$ cat src/rtl/slave_write_arbiter_if.sv
// rtl/slave_write_arbiter_if.sv - requester and slave-port signals of the write arbiter
// master: arbiter side; slave: the producers plus the FPGA slave receiver.
interface slave_write_arbiter_if #(
  parameter int N_REQ  = 4,
  parameter int DATA_W = 16,
  parameter int IDX_W  = (N_REQ > 1) ? $clog2(N_REQ) : 1
);
  logic [N_REQ-1:0]        req;
  logic [N_REQ*DATA_W-1:0] req_data;
  logic [N_REQ-1:0]        ack;
  logic                    slave_dirty;
  logic [DATA_W-1:0]       slave_in_data;
  logic                    slave_in_enable;
  logic [IDX_W-1:0]        grant_id;
  logic                    busy;
  logic                    timeout_err;

  modport master (
    input  req, req_data, slave_dirty,
    output ack, slave_in_data, slave_in_enable, grant_id, busy, timeout_err
  );

  modport slave (
    output req, req_data, slave_dirty,
    input  ack, slave_in_data, slave_in_enable, grant_id, busy, timeout_err
  );
endinterface

$ cat src/rtl/slave_write_arbiter.sv
// rtl/slave_write_arbiter.sv - round-robin arbiter sharing the slave in_data/in_enable write port
// One word in flight: issue, wait for dirty to rise (captured), then fall (drained by ARM).
module slave_write_arbiter #(
  parameter int N_REQ   = 4,
  parameter int DATA_W  = 16,
  parameter int TIMEOUT = 255,
  localparam int IDX_W  = (N_REQ > 1) ? $clog2(N_REQ) : 1
) (
  input  logic                  clk,
  input  logic                  rst,
  slave_write_arbiter_if.master bus
);
  localparam int CNT_W = 16;

  typedef enum logic [1:0] {
    IDLE,
    ISSUE,
    WAIT_SET,
    WAIT_CLR
  } state_t;

  state_t              state_q, state_d;
  logic [CNT_W-1:0]    cnt_q, cnt_d;
  logic [IDX_W-1:0]    last_ptr_q, last_ptr_d;
  logic [IDX_W-1:0]    grant_q, grant_d;
  logic [DATA_W-1:0]   data_q, data_d;
  logic                en_q, en_d;
  logic [N_REQ-1:0]    ack_q, ack_d;
  logic                tmo_q, tmo_d;

  logic                pick_valid;
  logic [IDX_W-1:0]    pick_idx;
  logic [IDX_W-1:0]    cand_idx;
  int                  cand;

  // Scan starts just after the last grantee so a persistent requester waits its turn.
  always_comb begin
    pick_valid = 1'b0;
    pick_idx   = '0;
    cand       = 0;
    cand_idx   = '0;
    for (int k = 1; k <= N_REQ; k++) begin
      cand     = (int'(last_ptr_q) + k) % N_REQ;
      cand_idx = IDX_W'(cand);
      if (!pick_valid && bus.req[cand_idx]) begin
        pick_valid = 1'b1;
        pick_idx   = cand_idx;
      end
    end
  end

  always_comb begin
    state_d    = state_q;
    cnt_d      = cnt_q;
    last_ptr_d = last_ptr_q;
    grant_d    = grant_q;
    data_d     = data_q;
    en_d       = 1'b0;
    ack_d      = '0;
    tmo_d      = 1'b0;
    case (state_q)
      IDLE: begin
        // A dirty buffer left over from before means the slave is not ready for us.
        if (!bus.slave_dirty && pick_valid) begin
          data_d     = bus.req_data[int'(pick_idx) * DATA_W +: DATA_W];
          grant_d    = pick_idx;
          last_ptr_d = pick_idx;
          state_d    = ISSUE;
        end
      end
      ISSUE: begin
        en_d           = 1'b1;
        ack_d[grant_q] = 1'b1;
        cnt_d          = '0;
        state_d        = WAIT_SET;
      end
      WAIT_SET: begin
        if (bus.slave_dirty) begin
          state_d = WAIT_CLR;
        end else if (cnt_q == CNT_W'(TIMEOUT - 1)) begin
          tmo_d   = 1'b1;
          state_d = IDLE;
        end else begin
          cnt_d = cnt_q + CNT_W'(1);
        end
      end
      WAIT_CLR: begin
        if (!bus.slave_dirty) begin
          state_d = IDLE;
        end
      end
      default: state_d = IDLE;
    endcase
  end

  always_ff @(posedge clk) begin
    if (!rst) begin
      state_q    <= IDLE;
      cnt_q      <= '0;
      last_ptr_q <= IDX_W'(N_REQ - 1);
      grant_q    <= '0;
      data_q     <= '0;
      en_q       <= 1'b0;
      ack_q      <= '0;
      tmo_q      <= 1'b0;
    end else begin
      state_q    <= state_d;
      cnt_q      <= cnt_d;
      last_ptr_q <= last_ptr_d;
      grant_q    <= grant_d;
      data_q     <= data_d;
      en_q       <= en_d;
      ack_q      <= ack_d;
      tmo_q      <= tmo_d;
    end
  end

  assign bus.ack             = ack_q;
  assign bus.slave_in_data   = data_q;
  assign bus.slave_in_enable = en_q;
  assign bus.grant_id        = grant_q;
  assign bus.busy            = (state_q != IDLE);
  assign bus.timeout_err     = tmo_q;
endmodule

$ cat src/flat_wrapper.sv
// flat-port wrapper written by rule: the top's interface ports become plain ports
module slave_write_arbiter_flat 
#(
  parameter int N_REQ   = 4,
  parameter int DATA_W  = 16,
  parameter int TIMEOUT = 255,
  localparam int IDX_W  = (N_REQ > 1) ? $clog2(N_REQ) : 1
)
  (clk, rst, bus_req, bus_req_data, bus_slave_dirty, bus_ack, bus_slave_in_data, bus_slave_in_enable, bus_grant_id, bus_busy, bus_timeout_err);
  slave_write_arbiter_if #(.N_REQ(N_REQ), .DATA_W(DATA_W)) bus_i ();
  input  logic clk;
  input  logic rst;
  input wire logic [$bits(bus_i.req)-1:0] bus_req;
  input wire logic [$bits(bus_i.req_data)-1:0] bus_req_data;
  input wire logic [$bits(bus_i.slave_dirty)-1:0] bus_slave_dirty;
  output wire logic [$bits(bus_i.ack)-1:0] bus_ack;
  output wire logic [$bits(bus_i.slave_in_data)-1:0] bus_slave_in_data;
  output wire logic [$bits(bus_i.slave_in_enable)-1:0] bus_slave_in_enable;
  output wire logic [$bits(bus_i.grant_id)-1:0] bus_grant_id;
  output wire logic [$bits(bus_i.busy)-1:0] bus_busy;
  output wire logic [$bits(bus_i.timeout_err)-1:0] bus_timeout_err;
  assign bus_i.req = bus_req;
  assign bus_i.req_data = bus_req_data;
  assign bus_i.slave_dirty = bus_slave_dirty;
  assign bus_ack = bus_i.ack;
  assign bus_slave_in_data = bus_i.slave_in_data;
  assign bus_slave_in_enable = bus_i.slave_in_enable;
  assign bus_grant_id = bus_i.grant_id;
  assign bus_busy = bus_i.busy;
  assign bus_timeout_err = bus_i.timeout_err;
  slave_write_arbiter #(.N_REQ(N_REQ), .DATA_W(DATA_W), .TIMEOUT(TIMEOUT)) u_core (.clk(clk), .rst(rst), .bus(bus_i));
endmodule
$ cat config.mk
export PLATFORM = sky130hd
export DESIGN_NAME = slave_write_arbiter_flat
export DESIGN_NICKNAME = d
export VERILOG_FILES = /design/src/rtl/slave_write_arbiter_if.sv /design/src/rtl/slave_write_arbiter.sv /design/src/flat_wrapper.sv
export SDC_FILE = /design/constraint.sdc
export NUM_CORES = 1
export LEC_CHECK = 0
export CAP_MARGIN = 20
export CORE_UTILIZATION = 43
export CTS_CLUSTER_SIZE = 24
export DETAILED_ROUTE_END_ITERATION = 7
export PLACE_DENSITY = 0.9
export SYNTH_ARGS = -nofsm -noshare
export SYNTH_HDL_FRONTEND = slang
export SYNTH_SLANG_ARGS = --single-unit
$ cat constraint.sdc
create_clock -name clk -period 2.38 [get_ports clk]
set_clock_uncertainty 0.15 [all_clocks]
set_input_delay 0.238 -clock clk [delete_from_list [all_inputs] [get_ports clk]]
set_output_delay 0.238 -clock clk [all_outputs]
set_load 0.01 [all_outputs]
# After elaboration in Yosys (flattened, before gate mapping)
# Index checks and enable logic that the tools add are counted.
# Widths: inputs -> output; s select.
# word_totals
input_bits	71
rom_bits	0
n_memories	0
ramBits	0
latch_bits	0
output_inout_bits	25
wordCells	76
ff_bits	44
# op_classes
multipliers	0
n_eq_ne	9
n_mux	28
n_shift	1
magnitude_cmp	6
addsub	5
n_reduce_logical	17
div	0
bitwise	2
# ops
cell	count
$shiftx 64x7->16	1
$mux 16	2
$pmux 16 s2	1
$add 16x1->16 const B	1
$eq 16x8->1 const B	1
$mux 2	8
$lt 2x3->1 const B	5
$mux 1	11
$bmux 1 s2	4
$pmux 2 s4	1
$ne 2x2->1 const B	3
$reduce_and 3->1	2
$logic_and 1x1->1	5
$add 2x1->2 const B	2
$add 2x2->2 const B	2
$eq 2x2->1 const B	2
$logic_not 1->1	4
$reduce_and 2->1	2
$reduce_bool 2->1	2
$ne 3x2->1 const B	1
$reduce_or 3->1	1
$demux 1 s2	1
$eq 2x1->1 const B	1
$ge 2x1->1 const B	1
3 further kinds	4

# Depth between registers and ports, before layout
# logic_depth
depth_word	16
ltp_mapped	8
ltp_nobuf	7

# Worst setup path after synthesis
# Ideal clock, no wire load.
# synth_timing
path_kind	register to register
from	register u_core.cnt_q[0]
to	register u_core.state_q[1]
synth_period_minus_slack_ns	1.796
t_required_ns	2.108
setup_slack_ns	0.584
setup_time_ns	0.122
path_stages_with_launch	8
t_arrival_ns	1.524
n_path_buf	0
cell_sequence	dfxtp_1 -> inv_1 -> ha_1 -> nor4b_2 -> nand4b_2 -> nor2_1 -> nor2_1 -> o311a_1
# synth_between
elab_chain_len	3
# synth_lines
item	line_no	text
start: declaration	slave_write_arbiter.sv:23	logic [CNT_W-1:0] cnt_q, cnt_d;
start signal: assignment	slave_write_arbiter.sv:108	cnt_q <= cnt_d;
$eq 16x8->1	slave_write_arbiter.sv:80	end else if (cnt_q == CNT_W'(TIMEOUT - 1)) begin
$ne 3x2->1 (no source line)	--	
$reduce_and 3->1 (no source line)	--	
end signal: assignment	slave_write_arbiter.sv:107	state_q <= state_d;
end: declaration	slave_write_arbiter.sv:22	state_t state_q, state_d;
# Every way passes these cells.
# A chain may end at the register's enable or synchronous reset.

# Worst setup path in the final report
# layout_timing
from	input bus_req[0]
to	register u_core.data_q[8] (netlist: u_core.bus.slave_in_data[8])
# layout_between
elab_chain_len	14
word_cells_on_any_way	25
classes_between	shift: 1; mux: 16; reduce/logical: 8
# layout_lines
item	line_no	text
start: declaration	flat_wrapper.sv:13	input wire logic [$bits(bus_i.req)-1:0] bus_req;
branches (longest 14 deep; another with $bmux 1 s2)	--	
end signal: assignment	slave_write_arbiter.sv:111	data_q <= data_d;
end: declaration	slave_write_arbiter.sv:26	logic [DATA_W-1:0] data_q, data_d;
# Several ways; the timed one is not identified. The select of a mux whose other input is x is not followed.

==> out/metrics.yaml <==
status: "completed"
die_y_um: 74.5
die_w_um: 74.5
crit_required_ps: 2410
drv_cap: 0
pre_cts_ws_ps: -15.1
clock_path_buffers: 2
synth_top_family_by_area: "simple AND/OR/NAND/NOR gates"
nFillCells: 422
grt_max_degree: 34
ys.flop_type: "dfxtp_1"
dp_hpwl_um: 4780
synth_nets: 318
power_density_nw_per_um2: 553
grt_overflow: 0
end_kind: "flip-flop"
finalWirelength_um: 6470
firstDrtPassIters: 4
synth.area.mux_share: 0.146
ctsHtreeMaxLevel: 2
start_util: 0.445
synthSimpleGateAreaFrac: 0.243
cp_max_fo: 33
seq_area_um2: 881
slew_headroom: 0.552
synth_compound_area_frac: 0.121
tns_ps: 0
fin_total_pwr_mw: 1.88
cts_setup_buffers: 0
clockRootBuffer: "clkbuf_8"
vdd_drop_max_uv: 331
hp-class: "reg2reg"
vias: 2201
synth_seq_cells: 44
worst_pin_slew_ps: 672
core_area_um2: 5070
ioPinCount: 96
cts_buffers: 5
cts.sinks: 44
num_rows: 26
period_needed_ps: 2090
drv_slew: 0
fin_crit_sh: 0.878
yosys_warnings: 0
mostFrequentLayoutCell: "clkdlybuf4s50_1"
finalHoldViolations: 0
crit_arrival_ps: 2120
first_iter_violations: 141
finalSetupViolCount: 0
critPathKind: "in2reg"
multiInputGateArea_um2: 1270
avgViaCountPerCell: 5.33
routabilityCongestion: 0.805
fin_nets: 415
clkLatencyLatePin_ps: 300
mostFrequentLayoutCells: "clkdlybuf4s50_1, dfxtp_1, mux2i_1"
synthAdderAreaFrac: 0.0111
die_area_um2: 5550
io_buffer_count: 95
place_inst: 405
syn_area_per_cell_um2: 9.22
fin_ws_ps: 290
cts_tree: "yes"
yosysSeqAreaShare: 0.390
grt.total_usage: 0.231
fmax_mhz: 478
synth_area_um2: 2260
async_flop_share: 0
synth_xor_area_frac: 0.0427
synth-edff-count: 0
wl_per_cell_um: 15.7
ant_nets: 0
antenna_cells: 0
p_leak_nw: 1.38
syn_to_final_growth_pct: 50.6
clk_pin_slew_ps: 80
cts_resized: 0
drc: 0
synth_cells: 245
synth_cell_types: 44
hold_buffers: 0
start_kind: "input port"
rsz0062_at_grt: "false"
grt_pass1_wl_um: 9610
antenna_found_initial: 0
final_cell_count_no_fill: 413
drive_above_1_share: 0.0700
grt_pass1_vias: 2010
[kinds of logic (layout without fill, tap and decap cells)]
kind of cell | after synthesis | in the layout
fa+ha+maj | 2 | 2
xor+xnor | 11 | 11
simple gates | 101 | 101
flops | 44 | 44
mux | 33 | 33
buf+inv | 18 | 116
compound gates | 36 | 36
[report_power, final]
part / switching, mW / internal [mW] / total (mW)
Combinational: 0.199 / 0.280 / 0.478
Sequential: 0.0330 / 0.782 / 0.815
Clock: 0.273 / 0.316 / 0.589
[Yosys cell counts, types with 4 or more instances]
| cell type | count | area share |
|---|---|---|
| dfxtp_1 | 44 | 0.39 |
| mux2i_1 | 33 | 0.15 |
| nand2_1 | 31 | 0.052 |
| nor2_1 | 24 | 0.040 |
| o221ai_1 | 15 | 0.058 |
| nand4_1 | 12 | 0.033 |
| xor2_1 | 11 | 0.043 |
| buf_2 | 6 | 0.013 |
| inv_1 | 5 | 0.0083 |
| a21oi_1 | 4 | 0.0089 |
| and3_1 | 4 | 0.011 |
| buf_6 | 4 | 0.020 |
| nand3_1 | 4 | 0.0089 |
| nor4_1 | 4 | 0.011 |
| o21ai_0 | 4 | 0.0089 |
[through the flow]
step / utilization / cell area [um2] / hold slack, ps
after floorplan: - / 2260 / 235
after global placement: 0.647 / 3280 / 292
after detailed placement: 0.647 / 3280 / 298
after CTS: 0.670 / 3400 / 321
after global routing: 0.670 / 3400 / 338
final: 0.670 / 3400 / 319
[worst paths after layout]
check,from,endpoint,slack (ps),depth (start not counted)
setup reg to reg,u_core.cnt_q[0]$_SDFFE_PN0P_,u_core.state_q[1]$_SDFFE_PN0P_,420,7
setup / recovery,bus_req[0],u_core.bus.slave_in_data[8]$_SDFFE_PN0P_,290,7
hold reg to reg,u_core.bus.slave_in_data[10]$_SDFFE_PN0P_,u_core.bus.slave_in_data[10]$_SDFFE_PN0P_,320,2
hold / removal,u_core.bus.slave_in_data[10]$_SDFFE_PN0P_,u_core.bus.slave_in_data[10]$_SDFFE_PN0P_,320,2
[state kept, by name (all words and copies together) (netlist names)]
register,count
u_core.bus.grant_id,2
u_core.state_q,2
u_core.bus.slave_in_data,16
u_core.last_ptr_q,2
u_core.bus.slave_in_enable,1
u_core.bus.ack,4
u_core.cnt_q,16
u_core.bus.timeout_err,1
[routing by layer]
layer / vias to the layer above / share of wire / wire length, um / GRT usage
met3: 11 / 0.038 / 246 / 0.0515
met4: 0 / 0.019 / 123 / 0.0943
met1: 1039 / 0.42 / 2720 / 0.283
li1: 1094 / - / - / -
met5: - / 0 / 0 / 0
met2: 57 / 0.52 / 3380 / 0.393
[cell type report]
type / instances / area share
tap: 70 / 0.0258
sequential: 44 / 0.259
multi-input combinational: 183 / 0.375
clock buffer: 5 / 0.0202
clock inverter: 3 / 0.0140
inverter: 5 / 0.00552
timing repair buffer: 103 / 0.301
[worst max-delay path, cell delays in order]
cell and delay (ps):
clkdlybuf4s50_1 480, o211ai_1 230, nand2_1 100, or3_2 500
buf_12 210, mux2i_1 200, o221ai_1 140
No activity file was read; power rests on OpenSTA's default activity.
